## src/rtl/buf_wr_arbiter_pkg.sv

```systemverilog
// Shared types and constants for the buffer write arbiter and its round-robin picker.
package buf_wr_arbiter_pkg;

    typedef enum logic [0:0] {
        IDLE  = 1'b0,
        BURST = 1'b1
    } state_t;

    localparam int BUF_ADDR_WIDTH = 3;
    localparam int CNT_WIDTH      = BUF_ADDR_WIDTH + 1;
    localparam int GRANT_WIDTH    = 3;

    // Round-robin successor of a grant index, wrapping at num_req.
    function automatic logic [GRANT_WIDTH-1:0] rr_next(input logic [GRANT_WIDTH-1:0] cur,
                                                       input int num_req);
        logic [GRANT_WIDTH-1:0] nxt;
        if (int'(cur) >= num_req - 1) begin
            nxt = {GRANT_WIDTH{1'b0}};
        end else begin
            nxt = cur + {{(GRANT_WIDTH-1){1'b0}}, 1'b1};
        end
        return nxt;
    endfunction

endpackage

```

## src/rtl/buf_wr_arbiter_rr_pick.sv

```systemverilog
// Combinational round-robin picker: first set request at or above i_ptr, wrapping to 0.
module rr_pick
    import buf_wr_arbiter_pkg::*;
#(
    parameter int NUM_REQ   = 4,
    parameter int IDX_WIDTH = GRANT_WIDTH
) (
    input  logic [NUM_REQ-1:0]   i_req,
    input  logic [IDX_WIDTH-1:0] i_ptr,
    output logic [NUM_REQ-1:0]   o_onehot,
    output logic [IDX_WIDTH-1:0] o_idx
);

    logic w_found;

    // Pass one scans ptr..top; pass two covers the wrapped range below ptr.
    always_comb begin
        o_onehot = {NUM_REQ{1'b0}};
        o_idx    = {IDX_WIDTH{1'b0}};
        w_found  = 1'b0;
        for (int i = 0; i < NUM_REQ; i++) begin
            if (!w_found && i_req[i] && (i >= int'(i_ptr))) begin
                w_found     = 1'b1;
                o_onehot[i] = 1'b1;
                o_idx       = IDX_WIDTH'(i);
            end else begin
                w_found = w_found;
            end
        end
        for (int i = 0; i < NUM_REQ; i++) begin
            if (!w_found && i_req[i]) begin
                w_found     = 1'b1;
                o_onehot[i] = 1'b1;
                o_idx       = IDX_WIDTH'(i);
            end else begin
                w_found = w_found;
            end
        end
    end

endmodule

```

## src/rtl/buf_wr_arbiter.sv

```systemverilog
// Round-robin burst write arbiter, occupancy counter and valid/ready read stream for a shared buffer.
// Define BUF_WR_ARBITER_BURST_LOCK_EN to hold the grant until req_last; otherwise every beat re-arbitrates.
module buf_wr_arbiter
    import buf_wr_arbiter_pkg::*;
#(
    parameter int NUM_REQ    = 4,
    parameter int DEPTH      = 8,
    parameter int ADDR_WIDTH = 3,
    parameter int DATA_WIDTH = 64
) (
    input  logic                          clk,
    input  logic                          reset_n,
    input  logic [NUM_REQ-1:0]            req_valid,
    input  logic [NUM_REQ-1:0]            req_last,
    input  logic [NUM_REQ*DATA_WIDTH-1:0] req_data,
    output logic [NUM_REQ-1:0]            req_ready,
    output logic [GRANT_WIDTH-1:0]        grant_id,
    output logic                          buf_wr,
    output logic [DATA_WIDTH-1:0]         buf_datain,
    output logic                          buf_rd,
    input  logic [DATA_WIDTH-1:0]         buf_dataout,
    input  logic                          buf_empty,
    output logic                          m_valid,
    output logic [DATA_WIDTH-1:0]         m_data,
    input  logic                          m_ready,
    output logic [ADDR_WIDTH:0]           count,
    output logic                          full
);

    localparam logic [ADDR_WIDTH:0] CNT_ONE  = {{ADDR_WIDTH{1'b0}}, 1'b1};
    localparam logic [ADDR_WIDTH:0] CNT_FULL = (ADDR_WIDTH+1)'(DEPTH);

    state_t                  r_state;
    state_t                  w_state_nxt;
    logic [GRANT_WIDTH-1:0]  r_grant;
    logic [GRANT_WIDTH-1:0]  w_grant_nxt;
    logic [GRANT_WIDTH-1:0]  r_rr_ptr;
    logic [GRANT_WIDTH-1:0]  w_rr_ptr_nxt;
    logic [ADDR_WIDTH:0]     r_count;
    logic [ADDR_WIDTH:0]     w_count_nxt;
    logic                    r_full;
    logic [NUM_REQ-1:0]      w_pick_onehot;
    logic [GRANT_WIDTH-1:0]  w_pick_idx;
    logic                    w_g_valid;
    logic                    w_g_last;
    logic [DATA_WIDTH-1:0]   w_g_data;
    logic                    w_burst_end;

    rr_pick #(
        .NUM_REQ   (NUM_REQ),
        .IDX_WIDTH (GRANT_WIDTH)
    ) u_rr_pick (
        .i_req    (req_valid),
        .i_ptr    (r_rr_ptr),
        .o_onehot (w_pick_onehot),
        .o_idx    (w_pick_idx)
    );

    // Granted requester's lane mux and ready; gating on r_full keeps ready independent of m_ready.
    always_comb begin
        w_g_valid = 1'b0;
        w_g_last  = 1'b0;
        w_g_data  = {DATA_WIDTH{1'b0}};
        req_ready = {NUM_REQ{1'b0}};
        for (int i = 0; i < NUM_REQ; i++) begin
            if (r_grant == GRANT_WIDTH'(i)) begin
                w_g_valid    = req_valid[i];
                w_g_last     = req_last[i];
                w_g_data     = req_data[i*DATA_WIDTH +: DATA_WIDTH];
                req_ready[i] = (r_state == BURST) && !r_full;
            end else begin
                req_ready[i] = 1'b0;
            end
        end
    end

    assign buf_wr     = (r_state == BURST) && w_g_valid && !r_full;
    assign buf_datain = w_g_data;

`ifdef BUF_WR_ARBITER_BURST_LOCK_EN
    assign w_burst_end = buf_wr && w_g_last;
`else
    logic w_last_unused;
    assign w_last_unused = w_g_last;
    assign w_burst_end   = buf_wr;
`endif

    assign m_valid = !buf_empty;
    assign m_data  = buf_dataout;
    assign buf_rd  = !buf_empty && m_ready;

    // Next-state: IDLE registers the round-robin pick, BURST releases on the ending beat.
    always_comb begin
        w_state_nxt  = r_state;
        w_grant_nxt  = r_grant;
        w_rr_ptr_nxt = r_rr_ptr;
        case (r_state)
            IDLE: begin
                if ((|w_pick_onehot) && !r_full) begin
                    w_state_nxt = BURST;
                    w_grant_nxt = w_pick_idx;
                end else begin
                    w_state_nxt = IDLE;
                end
            end
            BURST: begin
                if (w_burst_end) begin
                    w_state_nxt  = IDLE;
                    w_rr_ptr_nxt = rr_next(r_grant, NUM_REQ);
                end else begin
                    w_state_nxt = BURST;
                end
            end
            default: begin
                w_state_nxt = IDLE;
            end
        endcase
    end

    // Occupancy update; a simultaneous write and read cancel.
    always_comb begin
        case ({buf_wr, buf_rd})
            2'b10:   w_count_nxt = r_count + CNT_ONE;
            2'b01:   w_count_nxt = r_count - CNT_ONE;
            default: w_count_nxt = r_count;
        endcase
    end

    // State, grant, pointer and occupancy registers.
    always_ff @(posedge clk or negedge reset_n) begin
        if (!reset_n) begin
            r_state  <= IDLE;
            r_grant  <= {GRANT_WIDTH{1'b0}};
            r_rr_ptr <= {GRANT_WIDTH{1'b0}};
            r_count  <= {(ADDR_WIDTH+1){1'b0}};
            r_full   <= 1'b0;
        end else begin
            r_state  <= w_state_nxt;
            r_grant  <= w_grant_nxt;
            r_rr_ptr <= w_rr_ptr_nxt;
            r_count  <= w_count_nxt;
            r_full   <= (w_count_nxt == CNT_FULL);
        end
    end

    assign grant_id = r_grant;
    assign count    = r_count;
    assign full     = r_full;

endmodule

```

## config.mk

```make
export PLATFORM = sky130hd
export DESIGN_NAME = buf_wr_arbiter
export DESIGN_NICKNAME = d
export VERILOG_FILES = /design/src/rtl/buf_wr_arbiter_pkg.sv /design/src/rtl/buf_wr_arbiter_rr_pick.sv /design/src/rtl/buf_wr_arbiter.sv
export SDC_FILE = /design/constraint.sdc
export NUM_CORES = 1
export LEC_CHECK = 0
export ABC_AREA = 1
export ABC_CLOCK_PERIOD_IN_PS = 5400
export CAP_MARGIN = 40
export CORE_AREA = 3 3 182 184
export CTS_CLUSTER_SIZE = 12
export DETAILED_ROUTE_END_ITERATION = 10
export DIE_AREA = 0 0 185 187
export PLACE_DENSITY = 0.44
export SLEW_MARGIN = 30
export SYNTH_ARGS = -nofsm -noshare
export SYNTH_HDL_FRONTEND = slang
export SYNTH_SLANG_ARGS = --single-unit
```

## constraint.sdc

```tcl
create_clock -name clk -period 5.4 [get_ports clk]
set_input_delay 0.81 -clock clk [delete_from_list [all_inputs] [get_ports clk]]
set_output_delay 0.81 -clock clk [all_outputs]
set_load 0.02 [all_outputs]
```

==> flow_metrics.env <==
export IMPL_hold_depth=3
export IMPL_synthXorXnorAreaFrac=0.01102
export IMPL_worstMarginPinSlew_ns=0.7564
export IMPL_ys_warnings_count=0
export IMPL_synth_flop_cell="dfrtp_1"
export IMPL_synth_edf_count=0
export IMPL_synthesis_area_sq_um=3178
export IMPL_syn_nets=932
export IMPL_synth_adder_area_share=0.03386
export IMPL_worst_path_max_fanout=34
export IMPL_cts_tree="yes"
export IMPL_holdCritStartpoint="r_state"
export IMPL_holdCritPathClass="register to register"
export IMPL_avgSynthCellArea_sq_um=5.368
export IMPL_io_buffers=341
export IMPL_layout_commonest_cell="clkdlybuf4s50_1"
export IMPL_place_gp_congestion=0.7657
export IMPL_htreeDepth=1
export IMPL_cts_setup_buffers=0
export IMPL_detail_route_antenna_nets=0
export IMPL_startpoint_type="register"
export IMPL_drc=0
export IMPL_dr_total_vias=4568
export IMPL_maxCapViolations=0
export IMPL_die_area_sq_um=34600
export IMPL_placementRows=65
export IMPL_grt_use_total=0.09961
export IMPL_drive_gt1_frac=0.02741
export IMPL_regArea_sq_um=250.2
export IMPL_p_per_area_nw_per_um2=534.2
export IMPL_cts_hold_buf=0
export IMPL_synthToLayoutAreaGrowth_pct=106.9
export IMPL_via_per_inst=3.681
export IMPL_pin_count=475
export IMPL_numClockSinks=10
export IMPL_worstReg2RegStart="grant_id[0]"
export IMPL_grt_pass1_vias=4488
export IMPL_slew_headroom=0.4950
export IMPL_clock_latency_ns=0.23
export IMPL_nFillCells=3599
export IMPL_rsz0062_at_grt="no"
export IMPL_ys_seq_area_frac=0.07874
export IMPL_synthCells=592
export IMPL_path_class="register to primary output"
export IMPL_r2r_slack_ns=2.03
export IMPL_routed_wl_microns=19260
export IMPL_min_to="grant_id[1]"
export IMPL_fp_dieH_microns=187
export IMPL_drv_slew=0
export IMPL_status="completed"
export IMPL_first_iter_violations=164
export IMPL_first_pass_iters=4
export IMPL_r2r_end="full"
export IMPL_core_area_sq_um=31560
export IMPL_period_minus_slack_ns=3.835
export IMPL_endpoint_kind="primary output"
export IMPL_final_cell_mix="clkdlybuf4s50_1, nand2_1, o21ai_1"
export IMPL_grt_pass1_wl_microns=27100
export IMPL_grt_antenna_before_repair=0
export IMPL_ys_seq_elements=10
export IMPL_tns_ns=0
export IMPL_finalCritPeriodShare=0.7102
export IMPL_initial_core_util=0.1007
export IMPL_synth_compound_area_frac=0.3209
export IMPL_synth_top_family_by_area="compound AO/OA/AOI/OAI gates"
export IMPL_critPathArrivalTime_ns=3.03
export IMPL_n_antenna_cell=0
export IMPL_grt_max_degree=61
export IMPL_hpwl_microns=15450
export IMPL_fin_skew_ns=0.001134
export IMPL_wl_per_cell_microns=15.52
export IMPL_finalHoldViolCount=0
export IMPL_setup_viol_count_final=0
export IMPL_post_cts_resized=0
export IMPL_ys_types=26
export IMPL_cts_buffers=3
export IMPL_overflow=0
export IMPL_multi_input_area_sq_um=2140
export IMPL_root_buffer="clkbuf_16"
export IMPL_synth_simple_area_share=0.2976
export IMPL_fmax_ghz=0.2608
export IMPL_synth_area_mux_share=0
export IMPL_ys_async_sr_fraction=1.000
export IMPL_die_w_microns=185
export IMPL_crit_required_ns=4.59
export IMPL_cellLeakagePower_nw=2.546
export IMPL_finalNetCount=1180
export IMPL_worstRegToRegCells=12
export IMPL_ir_worst_vdd_uv=243.2
export IMPL_clk_pin_slew_worst_paths_ns=0.04
export IMPL_clock_tree_buffer_depth=2
export IMPL_power_mw=3.513
-- power by group --
part           total (mW)  internal [mW]  switching (mW)
logic                3.21           1.40            1.81
registers           0.158          0.113          0.0452
clock network       0.144          0.111          0.0331
total                3.51           1.63            1.89
-- sequential cells by signal (all words and copies together), names as in the netlist --
name,cells
r_rr_ptr,2
count,4
grant_id,2
full,1
r_state,1
-- through the flow --
stage / instances / hold WS [ns] / worst slack, ns / utilization / area [sq um]
after floorplan: 592 / 0.4747 / 2.855 / - / 3178
after global placement: 1236 / 0.5008 / 1.694 / 0.2050 / 6467
after detailed placement: 1236 / 0.5015 / 1.685 / 0.2050 / 6467
after CTS: 1240 / 0.5074 / 1.419 / 0.2078 / 6556
after global routing: 1241 / 0.5368 / 1.312 / 0.2084 / 6576
final: 1241 / 0.5057 / 1.565 / 0.2084 / 6576
-- synthesized netlist by cell type, types with 3 or more instances --
library cell | instances | area share
ha_1 | 7 | 0.028
buf_2 | 12 | 0.019
inv_2 | 4 | 0.0047
buf_4 | 73 | 0.17
dfrtp_1 | 10 | 0.079
nor2_1 | 13 | 0.015
nand4_1 | 3 | 0.0059
buf_6 | 7 | 0.025
nand3_1 | 3 | 0.0047
clkbuf_1 | 10 | 0.012
inv_1 | 15 | 0.018
clkbuf_2 | 4 | 0.0063
nand2_1 | 220 | 0.26
o21ai_0 | 10 | 0.016
o21ai_1 | 121 | 0.19
a21oi_1 | 68 | 0.11
-- layer usage --
layer  vias up  part of all wire  track usage
met1      1948              0.40       0.1173
met2       200              0.49       0.1788
met4         0             0.031      0.03030
li1       2367                 -            -
met5         -                 0            0
met3        53             0.079      0.02178
-- worst max path at each step --
stage | depth (start not counted) | slack, ns | to | startpoint
after detailed placement | 10 | 1.69 | buf_wr | grant_id[1]
final | 7 | 1.56 | buf_datain[25] | grant_id[0]
after CTS | 10 | 1.42 | buf_wr | grant_id[1]
after floorplan | 7 | 2.85 | buf_datain[47] | grant_id[1]
after global routing | 7 | 1.31 | buf_datain[27] | grant_id[0]
after global placement | 10 | 1.69 | buf_wr | grant_id[1]
-- worst max-delay path, stage by stage, from the launching register on --
cell and delay, ns:
dfrtp_1 0.48, inv_1 0.16, ha_4 0.32, inv_2 0.61
buf_12 0.28, o21ai_1 0.11, o21ai_1 0.18, clkdlybuf4s50_1 0.63
-- logic make-up after synthesis --
family / after synthesis
buffers and inverters: 125
xor gates and xnor gates: 4
DFF: 10
and+or+nand+nor: 242
adders and majority gates: 8
other: 1
AOI/OAI and AO/OA: 202
-- layout make-up --
type                            instances  area share
Timing Repair Buffer                  349      0.5358
Multi-Input combinational cell        457      0.3253
Tap cell                              402     0.07648
Sequential cell                        10     0.03805
Clock buffer                            4     0.01351
Inverter                               19     0.01084
Power figures use the tool's default switching activity.
